File: config.mk
export PLATFORM = sky130hd
export DESIGN_NAME = serial_shift_register
export DESIGN_NICKNAME = d
export VERILOG_FILES = /design/src/rtl/serial_shift_register.sv
export SDC_FILE = /design/constraint.sdc
export NUM_CORES = 1
export LEC_CHECK = 0
export CORE_AREA = 2 2 39 41
export DETAILED_ROUTE_END_ITERATION = 10
export DIE_AREA = 0 0 41 43
export PLACE_DENSITY = 0.45
export SYNTH_ARGS = -nofsm -noshare
export SYNTH_HDL_FRONTEND = slang
export SYNTH_SLANG_ARGS = --single-unit
File: constraint.sdc
create_clock -name clk -period 0.99 [get_ports clk]
set_input_delay 0.198 -clock clk [delete_from_list [all_inputs] [get_ports clk]]
set_output_delay 0.198 -clock clk [all_outputs]
set_load 0.01 [all_outputs]
File: src/rtl/serial_shift_register.sv
// Serial-in/serial-out shift register with parallel load, parallel readout
// and shift-direction control. Serves as a bit-serial delay line or as a
// serialiser/deserialiser stage between a serial link and word-wide logic.
// Controls not needed by an instance should be tied to shift_en=1, load=0,
// dir=0 and par_in='0, which gives a plain WIDTH-stage serial delay.
module serial_shift_register #(
  parameter int unsigned          WIDTH     = 4,
  parameter logic [WIDTH-1:0]     RESET_VAL = '0
) (
  input  logic             clk,
  input  logic             reset,     // asynchronous, active low
  input  logic             data_in,
  input  logic             shift_en,
  input  logic             load,
  input  logic             dir,       // 0: toward MSB, 1: toward LSB
  input  logic [WIDTH-1:0] par_in,
  output logic             data_out,
  output logic [WIDTH-1:0] par_out
);

  logic [WIDTH-1:0] q;

  // Register update: async clear, then load > shift > hold.
  always_ff @(posedge clk or negedge reset) begin
    if (!reset) begin
      q <= RESET_VAL;
    end else if (load) begin
      q <= par_in;
    end else if (shift_en) begin
      if (!dir) begin
        q <= {q[WIDTH-2:0], data_in};
      end else begin
        q <= {data_in, q[WIDTH-1:1]};
      end
    end
  end

  // Serial output taps the far end for the current direction; no extra flop,
  // so a dir change moves the tap immediately.
  always_comb begin
    data_out = dir ? q[0] : q[WIDTH-1];
    par_out  = q;
  end

endmodule

==> results.md <==
- Hold WC Path Type: in2async
- CP endpoint kind: primary output
- Share of post-route cells with drive strength above 1: 0.3696
- Post-synth cell types: 8
- Placement row count: 14
- FF+latch count, synth: 4
- Delay-heaviest family, CP: flip-flops
- CTS max path bufs: 2
- M1 GR Usage: 0.1466
- Critical Path RT: 0.79 ns
- Syn. warnings: 0
- Max rail drop VDD: 664.9 uV
- Sw Ratio: 0.2511
- Synthesized net count: 33
- Clock skew: 0.003783 ns
- Vias in the first global route: 306
- Final Hold Viols: 0
- Worst R2R Path Depth: 4
- Max FO, Critical Path: 2
- Met2 GRT Util: 0.1313
- GRT Max-Usage Layer: met1
- Power per cell area: 1250 nW/um^2
- Mapped Area: 244.0 um^2
- Placed Area: 444.2 um^2
- Initial core utilization: 0.1763
- Comb pwr share: 0.344
- Relative slew slack: 0.8413
- IO Port Bufs: 14
- Final Power: 594.2 uW
- Multi-input gate area: 146.4 um^2
- CTS Buf Count: 3
- Mean post-synth cell area: 10.61 um^2
- Design area: 475.5 um^2
- DR iter-0 viols: 0
- Gp weighted congestion: 0.6466
- Switching Power: 149.2 uW
- Final ANT Viol Nets: 0
- Hold buffer count at CTS: 0
- CTS tree: yes
- Internal Pwr Total: 445.0 uW
- Final setup margin: -0.2114 ns
- Peak Freq: 832.4 MHz
- Number of max-cap violations: 0
- Setup CP Type: reg2out
- Static leakage: 0.0002211 uW
- WP buf/inv: 1
- Clk pwr share: 0.335
- WHS: 0.1753 ns
- First-pass GRT wire length: 1221 um
- # diodes: 0
- Worst-path clk slew: 0.04 ns
- Met3 Resource Use GR: 0.03141
- Die width: 41 um
- Initial DRT Pass Iterations: 1
- # DRC: 0
- Die Ht: 43 um
- Synthesis-to-layout area growth: 94.87%
- Clock sinks: 4
- Initial antenna violation count: 0
- Worst-margin pin slew: 0.2381 ns
- Register area share after synthesis: 0.4103
- Tot GR Track Use: 0.1058
- Via count: 262
- Storage element area: 100.1 um^2
- Max reg flops: 4
- Aggregate global routing overflow: 0
- Layout Nets: 58
- Flop2flop setup slack: -0.07 ns
- Ports: 15
- H-Tree Depth: 1
- Pin count of the biggest net entering global routing: 9
- R2r startpoint: par_out[3]
- Crit path arrival time: 1.00 ns
- Crit Reg-Reg Endpoint: par_out[3]
- Post-layout minimum cycle time: 1.201 ns
- Crit path largest cell delay: 0.37 ns
- Die ar.: 1763 um^2
- Post-Synthesis Cells: 23
- CTS Root Buffer Type: clkbuf_4
- Via/cell ratio: 4.226
- RSZ-0062 raised after global routing: true
- Period utilization: 1.214
- DRT Wirelength: 729 um
- Avg WL per Cell: 11.76 um
- Crit path cell chain: mux2_4 > buf_6
- Seq pwr share: 0.322
- Max-slew violation count: 0
- Outcome: complete, but fails checks
- Crit-path slowest cell: dfrtp_1
- Startpoint type of the worst setup path: flip-flop
- Fillers: 158
- CORE AREA: 1384 um^2
- DP Wirelength: 575.2 um
- Failing checks: negative setup slack
- Final setup fails: 5
- Clk_lat worst skew: 0.23 ns
- Setup TNS: -0.5176 ns
-- logic make-up after synthesis --
kind of cell | Yosys count | share of synthesized area
AO/OA/AOI/OAI | 4 | 0.1231
AND/OR/NAND/NOR | 9 | 0.2359
flip-flops | 4 | 0.4103
multiplexers | 5 | 0.2103
buffers and inverters | 1 | 0.02049
-- routing by layer --
metal / up-vias / wire length, um
li1: 134 / -
met1: 110 / 363
met2: 16 / 267
met3: 2 / 83
met4: 0 / 15
met5: - / 0
-- worst max path at each step --
stage / start / endpoint / slack, ns / cells past startpoint
2_1_floorplan: dir / data_out / 0.08 / 2
3_3_place_gp: dir / data_out / -0.72 / 3
3_5_place_dp: dir / data_out / -0.72 / 3
4_1_cts: par_out[3] / data_out / -0.20 / 2
5_1_grt: par_out[3] / data_out / -0.25 / 2
6_report: par_out[3] / data_out / -0.21 / 2
-- metrics by stage --
step | setup WS (ns) | util | std cells
after floorplan | 0.07729 | - | 23
after global placement | -0.7228 | 0.3210 | 58
after detailed placement | -0.7162 | 0.3210 | 58
after CTS | -0.2011 | 0.3300 | 61
after global routing | -0.2471 | 0.3436 | 62
final | -0.2114 | 0.3436 | 62
-- final cells by class --
type	count	area share
Sequential cell	4	0.2105
Multi-Input combinational cell	18	0.3079
Timing Repair Buffer	21	0.3921
Clock buffer	3	0.04737
Tap cell	16	0.04211
-- Yosys cell counts, drive strengths merged --
cell type	count	area, um^2
nand2	4	15.01
or2b	1	7.510
mux2i	4	40.04
dfrtp	4	100.1
o211ai	4	30.03
buf	1	5.000
mux2	1	11.26
or3b	4	35.03
-- power groups by stage --
stage	clock network [uW]	registers (uW)	logic, uW
after floorplan	0	206	52.1
after global placement	0	192	196
after detailed placement	0	193	196
after CTS	206	191	191
after global routing	230	194	224
final	199	191	204
-- timing repair --
action,in CTS,in global routing
pin swaps,3,2
cloned,0,0
resized for setup,26,3
setup endpoints to repair,9,7
setup buffers,0,1
-- layout by cell type (no fill, tap or decap), drive strengths merged --
cell type,synthesis,final
mux2,1,1
buf,1,12
dfrtp,4,4
mux2i,4,4
o211ai,4,4
or3b,4,4
dlygate4sd2,0,3
clkdlybuf4s50,0,6
clkbuf,0,3
or2b,1,1
nand2,4,4
(Power assumes the default switching activity.)
